===== config.mk =====
export PLATFORM = sky130hd
export DESIGN_NAME = ysyx_22041071_ifu_fetch
export DESIGN_NICKNAME = d
export VERILOG_FILES = /design/src/rtl/ysyx_22041071_ifu_fetch.sv
export SDC_FILE = /design/constraint.sdc
export NUM_CORES = 1
export LEC_CHECK = 0
export BUFFER_PORTS_ARGS = -buffer_cell sky130_fd_sc_hd__buf_2
export CELL_PAD_IN_SITES_DETAIL_PLACEMENT = 0
export CELL_PAD_IN_SITES_GLOBAL_PLACEMENT = 1
export CORE_MARGIN = 1.5
export CORE_UTILIZATION = 34
export DETAILED_ROUTE_END_ITERATION = 7
export PLACE_DENSITY = 0.8
export REMOVE_ABC_BUFFERS = 1
export SYNTH_ARGS = -nofsm -noshare
export SYNTH_HDL_FRONTEND = slang
export SYNTH_SLANG_ARGS = --single-unit

===== constraint.sdc =====
create_clock -name clk -period 1.9 [get_ports clk]
set_input_delay 0.095 -clock clk [delete_from_list [all_inputs] [get_ports clk]]
set_output_delay 0.095 -clock clk [all_outputs]
set_load 0.02 [all_outputs]

===== src/rtl/ysyx_22041071_ifu_fetch.sv =====
// Instruction fetch unit: issues single-beat AXI reads for the current PC,
// presents the returned instruction to decode, and handles control-flow
// redirects at any point of a fetch without breaking AXI handshakes.
//
// state  | meaning
// S_AR   | request for pc on the AR channel, waiting for ar_ready
// S_R    | request accepted, waiting for the last R beat
// S_HOLD | instruction presented to decode, waiting for inst_ready
module ysyx_22041071_ifu_fetch #(
  parameter int ADDR_W = 64,
  parameter int DATA_W = 64,
  parameter int INST_W = 32,
  parameter int LEN_W  = 8,
  parameter logic [ADDR_W-1:0] START_ADDR = ADDR_W'(64'h8000_0000)
) (
  input  logic              clk,
  input  logic              reset,
  input  logic              redirect_valid,
  input  logic [ADDR_W-1:0] redirect_pc,
  output logic              ar_valid,
  input  logic              ar_ready,
  output logic [ADDR_W-1:0] ar_addr,
  output logic [LEN_W-1:0]  ar_len,
  output logic [2:0]        ar_size,
  input  logic              r_valid,
  output logic              r_ready,
  input  logic [DATA_W-1:0] r_data,
  input  logic [1:0]        r_resp,
  input  logic              r_last,
  output logic              inst_valid,
  input  logic              inst_ready,
  output logic [INST_W-1:0] inst,
  output logic [ADDR_W-1:0] inst_pc,
  output logic              inst_err
);

  localparam logic [ADDR_W-1:0] STEP = ADDR_W'(INST_W / 8);

  typedef enum logic [1:0] {S_AR, S_R, S_HOLD} state_t;

  state_t            state;
  logic [ADDR_W-1:0] pc;
  logic [ADDR_W-1:0] pend_pc;
  logic              drop;
  logic [DATA_W-1:0] r_shift;
  logic [INST_W-1:0] lane;

  assign ar_addr = pc;
  assign ar_len  = '0;
  assign ar_size = 3'($clog2(INST_W / 8));

  // On a 64-bit bus the word at PC sits in the upper half when PC[2] is set.
  assign r_shift = (DATA_W > 32 && pc[2]) ? (r_data >> 32) : r_data;
  assign lane    = INST_W'(r_shift);

  // Fetch sequencer; handshake outputs are registered alongside the state.
  always_ff @(posedge clk) begin
    if (reset) begin
      state      <= S_AR;
      pc         <= START_ADDR;
      pend_pc    <= '0;
      drop       <= 1'b0;
      inst       <= '0;
      inst_pc    <= '0;
      inst_err   <= 1'b0;
      ar_valid   <= 1'b1;
      r_ready    <= 1'b0;
      inst_valid <= 1'b0;
    end else begin
      case (state)
        S_AR: begin
          // pc (and so ar_addr) is frozen here; a redirect only arms the drop.
          if (redirect_valid) begin
            drop    <= 1'b1;
            pend_pc <= redirect_pc;
          end
          if (ar_ready) begin
            state    <= S_R;
            ar_valid <= 1'b0;
            r_ready  <= 1'b1;
          end
        end
        S_R: begin
          if (r_valid && r_last) begin
            r_ready <= 1'b0;
            if (drop || redirect_valid) begin
              // Stale data: restart from the newest redirect target.
              pc       <= redirect_valid ? redirect_pc : pend_pc;
              drop     <= 1'b0;
              state    <= S_AR;
              ar_valid <= 1'b1;
            end else begin
              inst       <= lane;
              inst_pc    <= pc;
              inst_err   <= |r_resp;
              state      <= S_HOLD;
              inst_valid <= 1'b1;
            end
          end else if (redirect_valid) begin
            drop    <= 1'b1;
            pend_pc <= redirect_pc;
          end
        end
        S_HOLD: begin
          if (redirect_valid || inst_ready) begin
            pc         <= redirect_valid ? redirect_pc : pc + STEP;
            state      <= S_AR;
            inst_valid <= 1'b0;
            ar_valid   <= 1'b1;
          end
        end
        default: begin
          state      <= S_AR;
          ar_valid   <= 1'b1;
          r_ready    <= 1'b0;
          inst_valid <= 1'b0;
        end
      endcase
    end
  end

endmodule


==> results of run 1 <==
==> critical path, cell delays in order, from the launching register on <==
cell and delay (ps):
dfxtp_4 370, or4b_4 530, or3_1 310, or4_1 510, o211ai_1 90
==> logic make-up (layout without fill, tap and decap cells) <==
kind of cell / after synthesis / after routing / synth area share
DFF: 231 / 231 / 0.401
and+or+nand+nor: 697 / 697 / 0.281
adders and majority gates: 1 / 1 / 0.00109
other: 2 / 12 / 0.000652
AOI/OAI and AO/OA: 422 / 422 / 0.226
muxes: 36 / 36 / 0.0315
buffers and inverters: 159 / 746 / 0.0584
==> power by group <==
| group | internal (µW) | switching [µW] | total, µW |
|---|---|---|---|
| Sequential | 4990 | 93.3 | 5080 |
| Combinational | 673 | 803 | 1480 |
| Clock | 3640 | 2160 | 5800 |
| Total | 9300 | 3060 | 12400 |
==> placed cells by master, fill, tap and decap left out, types with 5 or more instances in the layout <==
cell type      synthesis  routed
a211oi_1              35      35
a21o_1                 6       6
a21oi_1              183     181
a221oi_1               8       8
a31oi_1               21      21
and2_1                15      14
and3_1                23      21
and4_1                 9       6
buf_12                 0      14
buf_2                 22     299
buf_4                 12     209
buf_6                  0      16
bufinv_16              0       5
clkbuf_1              94       7
clkbuf_16              0      28
clkbuf_8               0       7
conb_1                 2      11
dfxtp_1              231     204
dfxtp_2                0      24
dlygate4sd3_1          0     136
inv_1                 23      23
mux2i_1               34      34
nand2_1              368     365
nand3_1               44      42
nand4_1               36      36
nor2_1                89      88
nor3_1                39      36
nor4_1                19      15
nor4_2                 3       5
o211ai_1              20      20
o21a_1                 6       6
o21ai_0               68      67
o22ai_1                6       5
or3_1                 13      11
or4_1                  8       6
==> flip-flops by register name, indices dropped and copies added (netlist names) <==
name	count
inst_err	1
ar_addr	64
state	2
inst_pc	64
drop	1
r_ready	1
pend_pc	64
ar_valid	1
inst_valid	1
inst	32
==> routing by layer <==
metal  wire [µm]  up-vias  track usage
li1            -     6673            -
met1       20200     6591        0.336
met2       22400      496        0.438
met3        2990      112       0.0377
met4        1820        0       0.0955
met5           0        -            0
==> through the flow <==
stage / cell area [µm²] / hold slack, ps / utilization / power (µW)
after floorplan: 11000 / 164 / - / 5710
after global placement: 14900 / 346 / 0.447 / 6380
after detailed placement: 14900 / 352 / 0.447 / 6400
after CTS: 17400 / 130 / 0.521 / 12400
after global routing: 17700 / 230 / 0.530 / 12800
final: 17700 / 182 / 0.530 / 12400
==> final timing paths <==
kind / from / to / cells past startpoint
setup / recovery: state[0] / ar_addr[63] / 4
hold / removal: redirect_valid / state[1] / 4
setup reg to reg: state[0] / ar_addr[63] / 4
hold reg to reg: inst_pc[50] / inst_pc[50] / 2
==> repair_timing <==
action | 4_1_cts | 5_1_grt
hold endpoints to repair | 141 | 0
pin swaps | 9 | 20
setup endpoints to repair | 27 | 43
buffers inserted | 6 | 8
cloned | 0 | 0
resized for setup | 24 | 68
hold buffers | 136 | 0
==> area by class of cell <==
| type | instances | area (µm²) |
|---|---|---|
| multi-input combinational | 1167 | 6520 |
| clock inverter | 7 | 171 |
| clock buffer | 42 | 823 |
| fill | 3228 | 15700 |
| tap | 448 | 561 |
| antenna | 1 | 2.50 |
| timing repair buffer | 674 | 4890 |
| sequential | 231 | 4670 |
| inverter | 23 | 86.3 |
==> impl_metrics.yaml, run 1 <==
floorplanning:
  fp.dieW_um: 187
  core_area_mm2: 0.0334
  dieArea_mm2: 0.0350
  io_pins: 312
  die_height_um: 187
  rows: 67
  start_util: 0.345
yosys:
  synthArstFlopShare: 0
  syn_area_mm2: 0.0115
  yosysSeqAreaShare: 0.401
  ys.flop_type: "dfxtp_1"
  avgSynthCellArea_um2: 7.45
  yosys_warnings: 0
  synth_top_area_frac: 0.401
  yosysMostFrequentCell: "nand2_1"
  synth_cells: 1548
  synth_top_cell_by_area: "dfxtp_1"
  synth_common_cells: "368 x nand2_1, 231 x dfxtp_1, 183 x a21oi_1"
  yosys-top-cells-area: "dfxtp_1 40%, nand2_1 12%, a21oi_1 7.9%, clkbuf_1 3.1%, mux2i_1 3.0%"
  synth_edf_count: 0
  ys_ff_latch: 231
  yosysUniqueCellTypes: 75
placed_design:
  portBuffers: 300
  dp_slack_ps: -124
  globalplace.congestion: 0.929
  dp.cells: 2393
  dpl.hpwl_mm: 33.0
setup_path:
  end_kind: "flop"
  crit_arrival_ps: 2360
  crit_path_max_fanout: 7
  start_kind: "flop"
  rrSetupSlack_ps: 10
  critPathRequiredTime_ps: 2380
  crit_type: "reg -> reg"
route:
  first_pass_iters: 5
  routed_via_density: 5.35
  ant_nets: 0
  via_count: 13900
  drt-wirelength-per-cell_um: 18.3
  drt-total-wl_mm: 47.5
  drc: 0
  drt_iter0_markers: 942
pwr:
  vdd_drop_max_mv: 0.610
  leakage_uw: 0.00735
  power_density_mw_per_mm2: 698
global_route:
  grt_usage: 0.260
  overflow: 0
  grt_max_degree: 79
  antenna_found_initial: 1
  grt_first_pass_wirelength_mm: 73.4
  grt_pass1_vias: 13300
final_layout:
  area.growth.synth_to_final_pct: 53.7
  stdcell_count: 2593
  drive_gt1_frac: 0.312
  nets: 2263
sta:
  fin_crit_ps: 1890
  worstMarginPinSlew_ps: 909
  fin_setup_tns_ps: 0
  rsz0062_at_grt: "true"
  setup_viol_count_final: 0
  hold_viol_final: 0
  finalMaxSlewViolations: 0
  worst_clock_skew_ps: 18.6
  post-route-period-util: 0.994
  slew_headroom: 0.394
  setup_slack_ps: 11.3
  max_freq_mhz: 529
clock_network:
  cts_buffers: 28
  cts_sinks: 231
  root_buffer: "clkbuf_16"
  clk_latency_ps: 560
  clk_pin_slew_worst_paths_ps: 60
  ctsLongestPathBuffers: 3
  htreeDepth: 1
  tritoncts: "yes"
job:
  drv_cap: 0
outcome:
  status: "completed"
hold_path:
  hold_class: "in -> reg"
Note: power is estimated with default switching activity, not from simulation.
==> run 2: changes to the inputs <==
--- a/config.mk
+++ b/config.mk
@@ -13,6 +13,7 @@
 export DETAILED_ROUTE_END_ITERATION = 7
 export PLACE_DENSITY = 0.8
 export REMOVE_ABC_BUFFERS = 1
+export SETUP_SLACK_MARGIN = 0.05
 export SYNTH_ARGS = -nofsm -noshare
 export SYNTH_HDL_FRONTEND = slang
 export SYNTH_SLANG_ARGS = --single-unit
==> run 2 against run 1 <==
Against the previous run:
- critical path depth up 3
- sequential cell count unchanged
- utilization up 1.8 points
- first-iteration DRC count up 8.3%
- count of clock-buffer cells in the layout unchanged
- highest routed layer unchanged
- largest cell class unchanged
- largest power group unchanged
- non-clock buffer count up 19
- critical path type unchanged
==> impl_metrics.yaml, run 2 (same netlist as run 1, synthesis figures left out) <==
route:
  drc: 0
  via_count: 14000
  first_pass_iters: 6
  drt-total-wl_mm: 48.6
  routed_via_density: 5.37
  ant_nets: 0
  drt-wirelength-per-cell_um: 18.6
  drt_iter0_markers: 1020
placed_design:
  globalplace.congestion: 0.929
  dpl.hpwl_mm: 33.0
  portBuffers: 300
  placedInstanceArea_mm2: 0.0149
setup_path:
  r2r_start: "ar_addr[3]"
  rrSetupSlack_ps: 6
  cpPeakStageDelay_ps: 410
  start_kind: "flop"
  crit_arrival_ps: 2330
  crit_path_max_fanout: 4
  end_kind: "flop"
  r2r_cells: 7
  path_cells: "ha_4 > and4_4 > nand4_1 > buf_6 > or3_4 > nor4b_4 > nor3_2"
  crit_type: "reg -> reg"
  slowest_stage: "or3_4"
  critPathRequiredTime_ps: 2330
  regToRegEndpoint: "ar_addr[54]"
clock_network:
  clk_pin_slew_worst_paths_ps: 60
  ctsLongestPathBuffers: 3
  cts_sinks: 231
  clk_latency_ps: 560
  htreeDepth: 1
  root_buffer: "clkbuf_16"
  cts_buffers: 28
  tritoncts: "yes"
hold_path:
  min_from: "redirect_valid"
  whs_path_depth: 4
  hold_end: "state[1]"
  hold_class: "in -> reg"
sta:
  rsz0062_at_grt: "true"
  setup_viol_count_final: 0
  hold_slack_ps: 201
  hold_viol_final: 0
  worst_clock_skew_ps: 19.9
  fin_crit_ps: 1890
  finalMaxSlewViolations: 0
  max_freq_mhz: 528
  worstMarginPinSlew_ps: 921
  slew_headroom: 0.386
  fin_setup_tns_ps: 0
  post-route-period-util: 0.997
global_route:
  grt_pass1_vias: 13400
  grt_first_pass_wirelength_mm: 74.0
  grt_usage: 0.262
  grt_max_degree: 79
  antenna_found_initial: 1
  overflow: 0
final_layout:
  final_cell_mix: "361 x nand2_1, 299 x buf_2, 205 x buf_4"
  nets: 2282
  fillers: 3152
  finalInstanceArea_mm2: 0.0183
  final_util: 0.547
  drive_gt1_frac: 0.342
  layout_commonest_cell: "nand2_1"
  area.growth.synth_to_final_pct: 58.8
floorplanning:
  core_area_mm2: 0.0334
  fp.dieW_um: 187
  start_util: 0.345
  io_pins: 312
  die_height_um: 187
  rows: 67
  dieArea_mm2: 0.0350
job:
  drv_cap: 0
pwr:
  power_density_mw_per_mm2: 678
  vdd_drop_max_mv: 0.639
  power_uw: 12400
  leakage_uw: 0.00758
outcome:
  status: "completed"
## run 2: critical path, delay by kind of cell, from the launching register on
family	cells	cell delay (ps)
fa+ha+maj	1	140
flops	1	360
buf+inv	1	160
simple gates	5	1100
## run 2: stage by stage
step           worst slack (ps)  cells
3_3_place_gp              -94.7   2393
5_1_grt                   -70.4   2612
2_1_floorplan             -4440   1421
6_report                   6.26   2612
4_1_cts                    17.2   2586
3_5_place_dp               -124   2393
## run 2: power by group
part / internal (µW) / switching, µW / leakage (µW)
clock network: 3640 / 2170 / 0.000485
registers: 4980 / 96.9 / 0.00190
logic: 699 / 822 / 0.00520
## run 2: area by class of cell
type	count	area [µm²]	share of cell area
Inverter	23	86.3	0.00472
Clock inverter	7	171	0.00937
Sequential cell	231	4690	0.256
Tap cell	448	561	0.0306
Antenna cell	1	2.50	0.000137
Clock buffer	42	823	0.0450
Timing Repair Buffer	693	5180	0.283
Multi-Input combinational cell	1167	6790	0.371
## run 2: worst max-delay path by stage
stage / startpoint / end / slack, ps / cells past startpoint
5_1_grt: ar_addr[3] / ar_addr[54] / -70 / 7
2_1_floorplan: state[0] / inst[0] / -4440 / 3
3_3_place_gp: ar_addr[3] / ar_addr[54] / -90 / 7
6_report: ar_addr[3] / ar_addr[54] / 6 / 7
3_5_place_dp: ar_addr[3] / ar_addr[54] / -120 / 7
4_1_cts: ar_addr[15] / ar_addr[40] / 20 / 8
## run 2: what timing repair did
item	in CTS	in global routing
cloned	0	4
resized for setup	52	140
setup buffers	8	21
hold buffers	136	0
endpoints found under the setup margin	39	51
pin swaps	16	40
hold endpoints to repair	141	0
## run 2: layer usage
| metal | track usage | part of all wire |
|---|---|---|
| met1 | 0.337 | 0.42 |
| met2 | 0.441 | 0.47 |
| met3 | 0.0392 | 0.066 |
| met4 | 0.0989 | 0.040 |
| met5 | 0 | 0 |
